`config.mk`:
```
export PLATFORM = sky130hd
export DESIGN_NAME = fft_out_reorder
export DESIGN_NICKNAME = d
export VERILOG_FILES = /design/src/rtl/fft_pkg.sv /design/src/rtl/reorder_bank.sv /design/src/rtl/fft_out_reorder.sv
export SDC_FILE = /design/constraint.sdc
export NUM_CORES = 1
export LEC_CHECK = 0
export ABC_CLOCK_PERIOD_IN_PS = 9280
export CORE_MARGIN = 5
export CORE_UTILIZATION = 40
export DETAILED_ROUTE_END_ITERATION = 7
export RECOVER_POWER = 100
export SYNTH_ARGS = -nofsm -noshare
export SYNTH_HDL_FRONTEND = slang
export SYNTH_SLANG_ARGS = --single-unit
export TNS_END_PERCENT = 50
```
`constraint.sdc`:
```
create_clock -name clk -period 9.28 [get_ports clk]
set_input_delay 1.392 -clock clk [delete_from_list [all_inputs] [get_ports clk]]
set_output_delay 1.392 -clock clk [all_outputs]
set_load 0.02 [all_outputs]
```
`src/rtl/fft_pkg.sv`:
```
// Shared constants, types and helpers for the 32-point MDC FFT datapath.
package fft_pkg;

  localparam int DEF_WIDTH = 9;
  localparam int FFT_N     = 32;
  localparam int HALF_N    = FFT_N / 2;

  typedef struct packed {
    logic signed [DEF_WIDTH-1:0] re;
    logic signed [DEF_WIDTH-1:0] im;
  } cplx_t;

  function automatic logic [3:0] rev4(input logic [3:0] k);
    return {k[0], k[1], k[2], k[3]};
  endfunction

endpackage

```
`src/rtl/reorder_bank.sv`:
```
// One 32-entry sample bank: two writes per cycle (a and a+16), async read.
module reorder_bank
  import fft_pkg::*;
#(
  parameter int W = 2 * DEF_WIDTH
) (
  input  logic         clk,
  input  logic         we,
  input  logic [3:0]   waddr,
  input  logic [W-1:0] wdata_lo,
  input  logic [W-1:0] wdata_hi,
  input  logic [4:0]   raddr,
  output logic [W-1:0] rdata
);

  logic [W-1:0] mem_q [FFT_N];

  always_ff @(posedge clk) begin
    if (we) begin
      mem_q[{1'b0, waddr}] <= wdata_lo;
      mem_q[{1'b1, waddr}] <= wdata_hi;
    end
  end

  assign rdata = mem_q[raddr];

endmodule

```
`src/rtl/fft_out_reorder.sv`:
```
// Ping-pong reorder buffer: bit-reversed two-lane FFT beats in, natural-order
// single samples out.
module fft_out_reorder
  import fft_pkg::*;
#(
  parameter int WIDTH = DEF_WIDTH,
  parameter int N     = FFT_N
) (
  input  logic             clk,
  input  logic             rst_n,
  input  logic             in_valid,
  output logic             in_ready,
  input  logic             in_sof,
  input  logic [WIDTH-1:0] in_up_re,
  input  logic [WIDTH-1:0] in_up_im,
  input  logic [WIDTH-1:0] in_l_re,
  input  logic [WIDTH-1:0] in_l_im,
  output logic             out_valid,
  input  logic             out_ready,
  output logic [WIDTH-1:0] out_re,
  output logic [WIDTH-1:0] out_im,
  output logic [4:0]       out_idx,
  output logic             out_sof,
  output logic             out_eof,
  output logic [7:0]       drop_cnt
);

  localparam logic [3:0] LAST_K   = 4'(N / 2 - 1);
  localparam logic [4:0] LAST_IDX = 5'(N - 1);

  logic [1:0]       full_q, full_d;
  logic             wbank_q, wbank_d;
  logic             rbank_q, rbank_d;
  logic [3:0]       k_q, k_d;
  logic [4:0]       ridx_q, ridx_d;
  logic             out_valid_q, out_valid_d;
  logic [WIDTH-1:0] out_re_q, out_re_d;
  logic [WIDTH-1:0] out_im_q, out_im_d;
  logic [4:0]       out_idx_q, out_idx_d;
  logic             out_sof_q, out_sof_d;
  logic             out_eof_q, out_eof_d;
  logic [7:0]       drop_cnt_q, drop_cnt_d;

  logic             accept, wr_en, load;
  logic [3:0]       wk;
  logic [2*WIDTH-1:0] rdata0, rdata1, rd_word;

  // Handshakes: a transfer happens on a rising edge where valid & ready are
  // both high; valid never waits on ready, and in_ready depends only on flops.
  assign in_ready = ~full_q[wbank_q];
  assign accept   = in_valid & in_ready;
  assign wk       = in_sof ? 4'd0 : k_q;
  // Beats at k==0 without a start-of-frame are dropped on the floor.
  assign wr_en    = accept & (in_sof | (k_q != 4'd0));
  assign load     = full_q[rbank_q] & (~out_valid_q | out_ready);
  assign rd_word  = rbank_q ? rdata1 : rdata0;

  reorder_bank #(.W(2 * WIDTH)) u_bank0 (
    .clk      (clk),
    .we       (wr_en & ~wbank_q),
    .waddr    (rev4(wk)),
    .wdata_lo ({in_up_re, in_up_im}),
    .wdata_hi ({in_l_re, in_l_im}),
    .raddr    (ridx_q),
    .rdata    (rdata0)
  );

  reorder_bank #(.W(2 * WIDTH)) u_bank1 (
    .clk      (clk),
    .we       (wr_en & wbank_q),
    .waddr    (rev4(wk)),
    .wdata_lo ({in_up_re, in_up_im}),
    .wdata_hi ({in_l_re, in_l_im}),
    .raddr    (ridx_q),
    .rdata    (rdata1)
  );

  always_comb begin
    full_d      = full_q;
    wbank_d     = wbank_q;
    rbank_d     = rbank_q;
    k_d         = k_q;
    ridx_d      = ridx_q;
    out_valid_d = out_valid_q;
    out_re_d    = out_re_q;
    out_im_d    = out_im_q;
    out_idx_d   = out_idx_q;
    out_sof_d   = out_sof_q;
    out_eof_d   = out_eof_q;
    drop_cnt_d  = drop_cnt_q;

    if (load) begin
      out_valid_d = 1'b1;
      out_re_d    = rd_word[2*WIDTH-1:WIDTH];
      out_im_d    = rd_word[WIDTH-1:0];
      out_idx_d   = ridx_q;
      out_sof_d   = (ridx_q == 5'd0);
      out_eof_d   = (ridx_q == LAST_IDX);
      if (ridx_q == LAST_IDX) begin
        full_d[rbank_q] = 1'b0;
        rbank_d         = ~rbank_q;
        ridx_d          = 5'd0;
      end else begin
        ridx_d = ridx_q + 5'd1;
      end
    end else if (out_ready) begin
      out_valid_d = 1'b0;
      out_sof_d   = 1'b0;
      out_eof_d   = 1'b0;
    end

    // A new start-of-frame while mid-frame aborts the partial frame.
    if (accept & in_sof & (k_q != 4'd0) & (drop_cnt_q != 8'hFF)) begin
      drop_cnt_d = drop_cnt_q + 8'd1;
    end

    if (wr_en) begin
      if (wk == LAST_K) begin
        full_d[wbank_q] = 1'b1;
        wbank_d         = ~wbank_q;
        k_d             = 4'd0;
      end else begin
        k_d = wk + 4'd1;
      end
    end
  end

  always_ff @(posedge clk or negedge rst_n) begin
    if (!rst_n) begin
      full_q      <= 2'b00;
      wbank_q     <= 1'b0;
      rbank_q     <= 1'b0;
      k_q         <= 4'd0;
      ridx_q      <= 5'd0;
      out_valid_q <= 1'b0;
      out_re_q    <= '0;
      out_im_q    <= '0;
      out_idx_q   <= 5'd0;
      out_sof_q   <= 1'b0;
      out_eof_q   <= 1'b0;
      drop_cnt_q  <= 8'd0;
    end else begin
      full_q      <= full_d;
      wbank_q     <= wbank_d;
      rbank_q     <= rbank_d;
      k_q         <= k_d;
      ridx_q      <= ridx_d;
      out_valid_q <= out_valid_d;
      out_re_q    <= out_re_d;
      out_im_q    <= out_im_d;
      out_idx_q   <= out_idx_d;
      out_sof_q   <= out_sof_d;
      out_eof_q   <= out_eof_d;
      drop_cnt_q  <= drop_cnt_d;
    end
  end

  assign out_valid = out_valid_q;
  assign out_re    = out_re_q;
  assign out_im    = out_im_q;
  assign out_idx   = out_idx_q;
  assign out_sof   = out_sof_q;
  assign out_eof   = out_eof_q;
  assign drop_cnt  = drop_cnt_q;

endmodule

```
==> load_flow_metrics.sql, run 1 <==
INSERT INTO impl_metrics (metric_group, metric, value, unit) VALUES
('clock_tree', 'cts_htree_levels', '3', ''),
('clock_tree', 'tritoncts.num_buffers', '118', ''),
('cells_and_area', 'layout-drive-gt1-share', '0.121', ''),
('flow_run', 'max_cap_violations', '71', ''),
('global_route', 'grt_max_degree', '130', ''),
('floorplanning', 'number_of_standard_cell_rows_in_the_floorplan', '125', ''),
('sta', 'relative_max_transition_margin', '-1.59', ''),
('placed_design', 'hpwlAfterDp', '67.4', 'mm'),
('floorplanning', 'core_area', '116000', 'sq um'),
('clock_tree', 'cts_resizes', '0', ''),
('logic_synthesis', 'synth-seq-cells', '1199', ''),
('worst_setup_path', 'critPathLaunchType', 'flop', ''),
('clock_tree', 'clock_sinks', '1199', ''),
('placed_design', 'port-buffer-count', '75', ''),
('logic_synthesis', 'synth_common_cells', '1152 x edfxtp_1, 419 x mux2i_1, 106 x a22oi_1', ''),
('clock_tree', 'clockRootBuffer', 'clkbuf_16', ''),
('worst_setup_path', 'cp_cell_sequence', 'clkbuf_1, clkinv_1, mux2i_1, o22ai_1, nor4_1, a311oi_1', ''),
('global_route', 'first_global_vias', '23945', ''),
('cells_and_area', 'syn2layout_area_growth', '12.5', '%'),
('sta', 'grt_setup_unrepaired', 'false', ''),
('route', 'route.vias.total', '23751', ''),
('sta', 'timing.hold.ws', '0.510', 'ns'),
('sta', 'fmax', '158', 'MHz'),
('worst_setup_path', 'arrival', '6.89', 'ns'),
('worst_setup_path', 'crit_path_max_fanout', '54', ''),
('sta', 'clock_period_minus_final_worst_setup_slack', '6.34', 'ns'),
('sta', 'finClkSkew', '0.0342', 'ns'),
('sta', 'timing.final.max_slew_violations', '2386', ''),
('worst_setup_path', 'critical_path.slowest_cell', 'clkbuf_1', ''),
('sta', 'final.setup.tns', '0', 'ns'),
('clock_tree', 'clk_pin_slew', '0.07', 'ns'),
('worst_setup_path', 'timing.critical_path.buf_inv', '2', ''),
('clock_tree', 'cts_tree', 'built', ''),
('floorplanning', 'fp.dieH', '352', 'um'),
('route', 'vias_per_cell', '5.71', ''),
('global_route', 'grt.total_usage', '0.189', ''),
('pwr', 'design_power_total', '10.9', 'mW'),
('worst_setup_path', 'required', '9.83', 'ns'),
('sta', 'tightest_slew', '3.89', 'ns'),
('clock_tree', 'post-cts-setup-buffers', '0', ''),
('worst_setup_path', 'worst_path_largest_cell_delay', '2.76', 'ns'),
('logic_synthesis', 'synthArstFlopShare', '0.0392', ''),
('route', 'ant_nets', '0', ''),
('global_route', 'initial_antenna_violation_count', '8', ''),
('logic_synthesis', 'mappedNetlistNets', '2480', ''),
('floorplanning', 'initial_utilization', '0.402', ''),
('logic_synthesis', 'synth.top_cells.by_area', 'edfxtp_1 74%, mux2i_1 9.0%, mux4_2 4.7%', ''),
('logic_synthesis', 'synth_enable_flop_cells', '1152', ''),
('floorplanning', 'die-area', '124000', 'sq um'),
('route', 'detail_route.first_pass.iterations', '5', ''),
('global_route', 'grt-ovfl-total', '0', ''),
('clock_tree', 'clockBufferDepth', '3', ''),
('route', 'wire_per_inst', '28.3', 'um'),
('logic_synthesis', 'cell_type_contributing_the_most_total_cell_area_after_synthesis', 'edfxtp_1', ''),
('logic_synthesis', 'syn_avg_cell_area', '19.2', 'sq um'),
('sta', 'report.final.setup_viol', '0', ''),
('worst_setup_path', 'critPathKind', 'reg -> reg', ''),
('logic_synthesis', 'syn_inst', '2431', ''),
('worst_setup_path', 'timing.critical_path.max_delay_family', 'buffers and inverters', ''),
('logic_synthesis', 'seq_area_frac_synth', '0.766', ''),
('cells_and_area', 'layout.nets', '2593', ''),
('cells_and_area', 'fillers', '9850', ''),
('logic_synthesis', 'commonest_register_cell_after_synthesis', 'edfxtp_1', ''),
('route', 'postRouteWirelength', '118', 'mm'),
('cells_and_area', 'num_antenna_cells', '0', ''),
('run_status', 'outcome', 'complete, but fails checks', ''),
('floorplanning', 'io_pins', '76', ''),
('logic_synthesis', 'cell_area_after_synthesis', '46700', 'sq um'),
('run_status', 'violations_in_the_final_reports', 'max-capacitance violations, max-slew violations', ''),
('logic_synthesis', 'yosysWarnings', '0', ''),
('logic_synthesis', 'post-synth-top-area-fraction', '0.741', '');
## registers in the layout, indices dropped and copies added, names as in the netlist, 4 cells and up
| register | flops |
|---|---|
| drop_cnt | 8 |
| k_q | 4 |
| out_idx | 5 |
| out_im | 9 |
| out_re | 9 |
| ridx_q | 5 |
| u_bank0.mem_q | 576 |
| u_bank1.mem_q | 576 |
## final timing paths
path | start | end | slack (ns) | cells past startpoint
setup / recovery | ridx_q[1] | out_re[7] | 2.94 | 6
hold / removal | drop_cnt[6] | drop_cnt[6] | 0.51 | 1
hold reg to reg | drop_cnt[6] | drop_cnt[6] | 0.51 | 1
setup reg to reg | ridx_q[1] | out_re[7] | 2.94 | 6
max in group asynchronous | rst_n | ridx_q[1] | 5.22 | 2
min in group asynchronous | rst_n | drop_cnt[4] | 1.85 | 2
## logic make-up (layout without fill, tap and decap cells)
kind of cell / count (synthesis) / count (layout) / synth area share
AOI/OAI and AO/OA: 308 / 308 / 0.0464
buffers and inverters: 151 / 358 / 0.0207
xor gates and xnor gates: 8 / 8 / 0.00150
muxes: 524 / 524 / 0.139
adders and majority gates: 8 / 8 / 0.00214
DFF: 1199 / 1199 / 0.766
and+or+nand+nor: 233 / 233 / 0.0242
## worst register-to-register path: stages (launching register included)
cell	delay [ns]
dfrtp_4	0.56
clkbuf_1	2.76
clkinv_1	1.59
mux2i_1	0.43
o22ai_1	0.11
nor4_1	0.63
a311oi_1	0.12
## placed cells by master, fill, tap and decap left out, drive strengths merged, types with 7 or more instances in the layout
master,instances
nand2,80
mux2i,420
ha,8
nand4,20
buf,22
mux4,97
nor2,37
o31ai,17
dlygate4sd3,55
clkinv,59
inv,10
o21ai,13
nand2b,14
dfrtp,47
clkbuf,200
bufinv,8
o22ai,52
edfxtp,1152
a21oi,57
o221a,17
xnor2,7
a211oi,17
a22oi,106
mux2,7
nand3,55
o221ai,17
## metal layers
metal / global-route usage / part of all wire / wire (um)
met5: 0 / 0.00011 / 13
met4: 0.0485 / 0.026 / 3010
met3: 0.0380 / 0.080 / 9380
met2: 0.296 / 0.46 / 54400
met1: 0.273 / 0.43 / 51000
## power by group
group / switching [mW] / internal (mW) / total [mW]
Clock: 1.99 / 2.60 / 4.59
Sequential: 0.0312 / 6.00 / 6.03
Combinational: 0.230 / 0.0885 / 0.319
## area by class of cell
| class | count | area, sq um | area share |
|---|---|---|---|
| Clock buffer | 141 | 3110 | 0.0593 |
| Clock inverter | 73 | 607 | 0.0116 |
| Inverter | 6 | 22.5 | 0.000429 |
| Multi-Input combinational cell | 1081 | 10100 | 0.192 |
| Sequential cell | 1199 | 35800 | 0.681 |
| Tap cell | 1524 | 1910 | 0.0363 |
| Timing Repair Buffer | 138 | 992 | 0.0189 |
## stage by stage
step / cell area, sq um / std cells / setup WS [ns] / utilization
2_1_floorplan: 46700 / 2431 / 5.13 / -
3_3_place_gp: 49100 / 3948 / 4.71 / 0.423
3_5_place_dp: 49100 / 3948 / 4.67 / 0.423
5_1_grt: 52500 / 4162 / 2.65 / 0.453
6_report: 52500 / 4162 / 2.94 / 0.453
4_1_cts: 52800 / 4162 / 5.02 / 0.455
(Power assumes the default switching activity.)
==> inputs of run 2 (changes only) <==
Settings changed: ABC_CLOCK_PERIOD_IN_PS 9280 to 5100.
Clock period 9.28 ns to 5.1 ns, I/O delays scaled along.
==> run 2 against run 1 <==
Effect of this change:
- the run still ends with max-capacitance violations, max-slew violations left
- maximum frequency rose by 54%
- core utilization rose by 0.39 points
- clock-buffer cell count rose by 17
- critical endpoint is now out_re[4]
- register-to-register slack got worse by 2.0 ns
- critical path depth rose by 1
- hold slack improved by 0.0049 ns
- sequential share of layout area fell by 0.58 points
- die area did not move
- combinational power rose by 83%
- worst setup slack got worse by 2.0 ns
- final cell count rose by 0.84%
- largest power group unchanged
- sequential cell count did not move
==> load_flow_metrics.sql, run 2 (synthesized netlist as in run 1, its figures left out) <==
INSERT INTO impl_metrics (metric_group, metric, value, unit) VALUES
('flow_run', 'max_cap_violations', '50', ''),
('global_route', 'first_global_vias', '23858', ''),
('worst_setup_path', 'critPathCaptureType', 'flop', ''),
('route', 'postRouteWirelength', '121', 'mm'),
('cells_and_area', 'multi_input_area', '10100', 'sq um'),
('sta', 'postLayoutSetupSlackWorst', '0.977', 'ns'),
('route', 'wire_per_inst', '28.8', 'um'),
('worst_setup_path', 'startpoint_of_the_lowest_slack_register_to_register_path', 'ridx_q[0]', ''),
('clock_tree', 'cts_htree_levels', '3', ''),
('worst_setup_path', 'r2r_cells', '7', ''),
('sta', 'final.setup.tns', '0', 'ns'),
('clock_tree', 'tritoncts.num_buffers', '115', ''),
('route', 'route.detailed.drc', '0', ''),
('cells_and_area', 'largest_registers', 'u_bank0.mem_q x576, u_bank1.mem_q x576', ''),
('cells_and_area', 'layout.nets', '2614', ''),
('floorplanning', 'dieWidth', '352', 'um'),
('cells_and_area', 'commonest_non_fill_non_tap_cell_in_the_layout', 'edfxtp_1', ''),
('sta', 'hold_viol', '0', ''),
('placed_design', 'hpwlAfterDp', '71.9', 'mm'),
('floorplanning', 'fp.dieH', '352', 'um'),
('worst_setup_path', 'critPathLaunchType', 'flop', ''),
('hold_path', 'whs_endpoint', 'out_idx[0]', ''),
('sta', 'finClkSkew', '0.0258', 'ns'),
('pwr', 'peakVddDrop', '276', 'uV'),
('global_route', 'grt.total_usage', '0.193', ''),
('global_route', 'grt-ovfl-total', '0', ''),
('floorplanning', 'core_area', '116000', 'sq um'),
('sta', 'relative_max_transition_margin', '-1.20', ''),
('cells_and_area', 'final_core_util', '0.456', ''),
('worst_setup_path', 'r2r-end', 'out_re[4]', ''),
('worst_setup_path', 'arrival', '4.71', 'ns'),
('sta', 'tightest_slew', '3.30', 'ns'),
('run_status', 'violations_in_the_final_reports', 'max-capacitance violations, max-slew violations', ''),
('worst_setup_path', 'critPathKind', 'reg -> reg', ''),
('sta', 'report.final.setup_viol', '0', ''),
('cells_and_area', 'fillers', '9760', ''),
('floorplanning', 'number_of_standard_cell_rows_in_the_floorplan', '125', ''),
('clock_tree', 'clk_pin_slew', '0.06', 'ns'),
('clock_tree', 'ctsHoldBuffers', '0', ''),
('run_status', 'outcome', 'complete, but fails checks', ''),
('worst_setup_path', 'timing.critical_path.max_delay_family', 'buffers and inverters', ''),
('global_route', 'initial_antenna_violation_count', '17', ''),
('pwr', 'power-per-cell-area', '382', 'nW/um^2'),
('clock_tree', 'clock_sinks', '1199', ''),
('clock_tree', 'cts_resizes', '0', ''),
('worst_setup_path', 'ff2ff_setup_slack', '0.98', 'ns'),
('worst_setup_path', 'timing.critical_path.buf_inv', '3', ''),
('cells_and_area', 'layout-drive-gt1-share', '0.138', ''),
('hold_path', 'hold_path.startpoint', 'out_idx[0]', ''),
('route', 'vias_per_cell', '5.70', ''),
('route', 'detail_route.first_pass.iterations', '5', ''),
('placed_design', 'worst_setup_slack_post_dpl', '1.21', 'ns'),
('cells_and_area', 'syn2layout_area_growth', '13.5', '%'),
('sta', 'timing.final.max_slew_violations', '1576', ''),
('worst_setup_path', 'crit_path_max_fanout', '34', ''),
('route', 'first_iter_violations', '2780', ''),
('worst_setup_path', 'critical_path.slowest_cell', 'clkbuf_2', ''),
('cells_and_area', 'leading_cell_types_in_the_layout_fill_and_taps_excluded', '1152 x edfxtp_1, 420 x mux2i_1, 117 x clkbuf_16', ''),
('cells_and_area', 'seq_area', '35800', 'sq um'),
('route', 'ant_nets', '0', ''),
('sta', 'clock_period_minus_final_worst_setup_slack', '4.12', 'ns'),
('worst_setup_path', 'required', '5.68', 'ns'),
('global_route', 'grt_max_degree', '72', ''),
('pwr', 'static-leakage-power', '16.0', 'nW'),
('hold_path', 'hold_class', 'reg -> reg', ''),
('sta', 'fmax', '243', 'MHz'),
('clock_tree', 'clockRootBuffer', 'clkbuf_16', ''),
('placed_design', 'finalWeightedCongestion', '0.833', ''),
('sta', 'final.period_utilization', '0.809', ''),
('sta', 'grt_setup_unrepaired', 'false', ''),
('clock_tree', 'clock_latency_late_sink', '0.70', 'ns'),
('worst_setup_path', 'critical_path_cell_count', '7', ''),
('worst_setup_path', 'cp_cell_sequence', 'clkbuf_2, buf_4, clkbuf_1, mux4_2, mux2i_1, o221ai_1, o221a_1', ''),
('clock_tree', 'clockBufferDepth', '3', ''),
('global_route', 'first_pass_grt_wire_length', '172', 'mm'),
('route', 'route.vias.total', '23918', ''),
('pwr', 'design_power_total', '20.3', 'mW'),
('clock_tree', 'cts_tree', 'built', ''),
('worst_setup_path', 'worst_path_largest_cell_delay', '0.96', 'ns'),
('placed_design', 'port-buffer-count', '75', ''),
('floorplanning', 'initial_utilization', '0.402', ''),
('clock_tree', 'post-cts-setup-buffers', '0', ''),
('hold_path', 'min_delay_path_depth', '1', ''),
('floorplanning', 'die-area', '124000', 'sq um'),
('floorplanning', 'io_pins', '76', '');
## run 2: area by class of cell
type | count | share of cell area
multi-input cells | 1081 | 0.191
repair buffers | 162 | 0.0236
clock inverters | 60 | 0.0128
clock buffers | 158 | 0.0606
flip-flops and latches | 1199 | 0.675
well taps | 1524 | 0.0360
inverters | 6 | 0.000425
diodes | 7 | 0.000331
## run 2: power breakdown
part           internal (mW)  switching, mW
logic                  0.162          0.422
clock network           5.07           3.64
registers               10.9         0.0549
## run 2: worst max-delay path by stage
stage | startpoint | end | slack [ns]
after floorplan | wbank_q | u_bank1.mem_q[13][0] | 1.40
after global placement | in_valid | u_bank1.mem_q[17][13] | 1.32
after detailed placement | in_valid | u_bank1.mem_q[1][1] | 1.21
after CTS | wbank_q | u_bank1.mem_q[1][1] | 1.59
after global routing | wbank_q | u_bank1.mem_q[9][7] | 0.70
final | ridx_q[0] | out_re[4] | 0.98
## run 2: layer usage
| metal | GRT usage | share of wire | routed length [um] | vias up |
|---|---|---|---|---|
| met4 | 0.0508 | 0.026 | 3080 | 0 |
| met1 | 0.275 | 0.43 | 51800 | 12613 |
| met5 | 0 | 0 | 0 | - |
| met3 | 0.0351 | 0.072 | 8760 | 169 |
| met2 | 0.310 | 0.47 | 57100 | 940 |
| li1 | - | - | - | 10196 |
## run 2: metrics by stage
stage | area (sq um) | hold WS (ns) | std cells
finish | 53000 | 0.514 | 4197
global route | 53000 | 0.542 | 4190
CTS | 53300 | 0.221 | 4190
detailed placement | 49400 | 0.496 | 3972
global placement | 49400 | 0.494 | 3972
floorplan | 46700 | 0.469 | 2431
==> inputs of run 3 (changes only) <==
Settings changed: ABC_CLOCK_PERIOD_IN_PS 5100 to 4100.
Clock period 5.1 ns to 4.1 ns, I/O delays scaled along.
==> run 3 against run 2 <==
Effect of this change:
- the flow still finishes with violations (max-capacitance violations, max-slew violations)
- maximum frequency is 17% higher
- hold slack worse by 0.0067 ns
- critical path type unchanged
- worst setup slack worse by 0.40 ns
- power is 26% higher
- sequential cell count stayed put
- clock power is 29% higher
- combinational power is 23% higher
- core utilization is 0.35 points higher
- die area stayed put
- critical path depth is 1 lower
==> load_flow_metrics.sql, run 3 (synthesized netlist as in run 1, its figures left out) <==
INSERT INTO impl_metrics (metric_group, metric, value, unit) VALUES
('global_route', 'grt.total_usage', '0.185', ''),
('floorplanning', 'dieWidth', '352', 'um'),
('clock_tree', 'cts_tree', 'built', ''),
('route', 'wire_per_inst', '27.3', 'um'),
('run_status', 'outcome', 'complete, but fails checks', ''),
('global_route', 'grt_max_degree', '67', ''),
('clock_tree', 'clk_pin_slew', '0.06', 'ns'),
('clock_tree', 'clockRootBuffer', 'clkbuf_16', ''),
('worst_setup_path', 'crit_path_max_fanout', '16', ''),
('worst_setup_path', 'worst_path_largest_cell_delay', '0.86', 'ns'),
('hold_path', 'whs_endpoint', 'drop_cnt[6]', ''),
('worst_setup_path', 'critPathKind', 'reg -> reg', ''),
('route', 'postRouteWirelength', '115', 'mm'),
('worst_setup_path', 'critPathLaunchType', 'flop', ''),
('worst_setup_path', 'r2r_cells', '6', ''),
('cells_and_area', 'layout-drive-gt1-share', '0.146', ''),
('route', 'detail_route.first_pass.iterations', '7', ''),
('cells_and_area', 'syn2layout_area_growth', '14.4', '%'),
('global_route', 'first_pass_grt_wire_length', '166', 'mm'),
('worst_setup_path', 'arrival', '3.84', 'ns'),
('placed_design', 'place.detailed.instances', '3994', ''),
('clock_tree', 'clock_sinks', '1199', ''),
('cells_and_area', 'leading_cell_types_in_the_layout_fill_and_taps_excluded', '1152 x edfxtp_1, 420 x mux2i_1, 118 x clkbuf_16', ''),
('run_status', 'violations_in_the_final_reports', 'max-capacitance violations, max-slew violations', ''),
('floorplanning', 'die-area', '124000', 'sq um'),
('cells_and_area', 'final_core_util', '0.460', ''),
('hold_path', 'hold_path.startpoint', 'drop_cnt[6]', ''),
('clock_tree', 'cts_htree_levels', '3', ''),
('worst_setup_path', 'critical_path.slowest_cell', 'clkbuf_1', ''),
('cells_and_area', 'final_cell_count_no_fill', '4212', ''),
('pwr', 'peakVddDrop', '335', 'uV'),
('sta', 'final.setup.tns', '0', 'ns'),
('clock_tree', 'ctsHoldBuffers', '1', ''),
('route', 'first_iter_violations', '2368', ''),
('global_route', 'initial_antenna_violation_count', '9', ''),
('worst_setup_path', 'required', '4.41', 'ns'),
('sta', 'final.period_utilization', '0.860', ''),
('worst_setup_path', 'critPathCaptureType', 'flop', ''),
('flow_run', 'max_cap_violations', '36', ''),
('sta', 'clock_period_minus_final_worst_setup_slack', '3.53', 'ns'),
('cells_and_area', 'fillers', '9742', ''),
('sta', 'timing.final.max_slew_violations', '1185', ''),
('worst_setup_path', 'timing.critical_path.buf_inv', '2', ''),
('sta', 'fmax', '283', 'MHz'),
('floorplanning', 'io_pins', '76', ''),
('hold_path', 'min_delay_path_depth', '1', ''),
('sta', 'report.final.setup_viol', '0', ''),
('sta', 'grt_setup_unrepaired', 'false', ''),
('hold_path', 'hold_class', 'reg -> reg', ''),
('pwr', 'static-leakage-power', '16.2', 'nW'),
('floorplanning', 'number_of_standard_cell_rows_in_the_floorplan', '125', ''),
('cells_and_area', 'largest_registers', 'u_bank0.mem_q x576, u_bank1.mem_q x576', ''),
('global_route', 'grt-ovfl-total', '0', ''),
('route', 'route.vias.total', '23543', ''),
('worst_setup_path', 'critical-path-top-cell-by-count', 'clkbuf_1', ''),
('global_route', 'first_global_vias', '24351', ''),
('clock_tree', 'tritoncts.num_buffers', '117', ''),
('worst_setup_path', 'timing.critical_path.max_delay_family', 'buffers and inverters', ''),
('cells_and_area', 'commonest_non_fill_non_tap_cell_in_the_layout', 'edfxtp_1', ''),
('clock_tree', 'clockBufferDepth', '3', ''),
('clock_tree', 'post-cts-setup-buffers', '0', ''),
('route', 'ant_nets', '0', ''),
('floorplanning', 'core_area', '116000', 'sq um'),
('worst_setup_path', 'cp_cell_sequence', 'mux2i_1, nand2_1, or4b_1, clkbuf_1, nor2_4, clkbuf_1', ''),
('clock_tree', 'clock_latency_late_sink', '0.71', 'ns'),
('worst_setup_path', 'startpoint_of_the_lowest_slack_register_to_register_path', 'wbank_q', ''),
('pwr', 'design_power_total', '25.5', 'mW'),
('floorplanning', 'fp.dieH', '352', 'um'),
('worst_setup_path', 'r2r-end', 'u_bank1.mem_q[29][12]', ''),
('placed_design', 'hpwlAfterDp', '68.1', 'mm'),
('worst_setup_path', 'ff2ff_setup_slack', '0.57', 'ns'),
('pwr', 'power-per-cell-area', '478', 'nW/um^2'),
('sta', 'tightest_slew', '2.48', 'ns'),
('route', 'vias_per_cell', '5.59', ''),
('cells_and_area', 'layout.nets', '2639', ''),
('placed_design', 'finalWeightedCongestion', '0.820', ''),
('sta', 'hold_viol', '0', ''),
('clock_tree', 'cts_resizes', '0', ''),
('placed_design', 'port-buffer-count', '75', ''),
('route', 'route.detailed.drc', '0', ''),
('floorplanning', 'initial_utilization', '0.402', ''),
('sta', 'finClkSkew', '0.0343', 'ns'),
('sta', 'relative_max_transition_margin', '-0.655', '');
[run 3: metal layers]
metal | GRT usage | routed length [um]
met2 | 0.291 | 53400
met5 | 0 | 0
met1 | 0.251 | 48300
met4 | 0.0591 | 3580
met3 | 0.0524 | 9720
[run 3: power by group]
group          total, mW  leakage, nW  internal (mW)  switching [mW]
clock network       11.2         1.96           6.63            4.53
registers           13.6         10.9           13.6          0.0679
logic              0.719         3.30          0.207           0.512
total               25.5         16.2           20.4            5.11
[run 3: worst max-delay path by stage]
stage	to	slack [ns]	from	depth (start not counted)
6_report	u_bank1.mem_q[29][12]	0.57	wbank_q	6
2_1_floorplan	u_bank1.mem_q[13][0]	0.40	wbank_q	6
3_5_place_dp	u_bank0.mem_q[28][5]	0.74	in_sof	7
3_3_place_gp	u_bank0.mem_q[28][5]	0.78	in_sof	7
5_1_grt	u_bank0.mem_q[17][13]	0.35	wbank_q	6
4_1_cts	out_im[6]	0.86	ridx_q[2]	5
[run 3: layout make-up]
| cell class | instances | area, sq um | share of cell area |
|---|---|---|---|
| diodes | 3 | 7.51 | 0.000141 |
| well taps | 1524 | 1910 | 0.0357 |
| clock buffers | 147 | 3110 | 0.0583 |
| flip-flops and latches | 1199 | 35800 | 0.670 |
| repair buffers | 185 | 1500 | 0.0280 |
| clock inverters | 67 | 905 | 0.0169 |
| inverters | 6 | 22.5 | 0.000422 |
| multi-input cells | 1081 | 10100 | 0.190 |
[run 3: worst register-to-register path, cell delays in order (launching register included)]
cell      delay [ns]
dfrtp_1         0.54
mux2i_1         0.39
nand2_1         0.20
or4b_1          0.50
clkbuf_1        0.41
nor2_4          0.24
clkbuf_1        0.86
[run 3: metrics by stage]
stage	hold slack (ns)	instance area [sq um]	setup WS, ns
4_1_cts	0.479	53700	0.865
6_report	0.508	53400	0.572
3_5_place_dp	0.500	49600	0.743
2_1_floorplan	0.319	46700	0.403
5_1_grt	0.526	53400	0.347
3_3_place_gp	0.500	49600	0.782
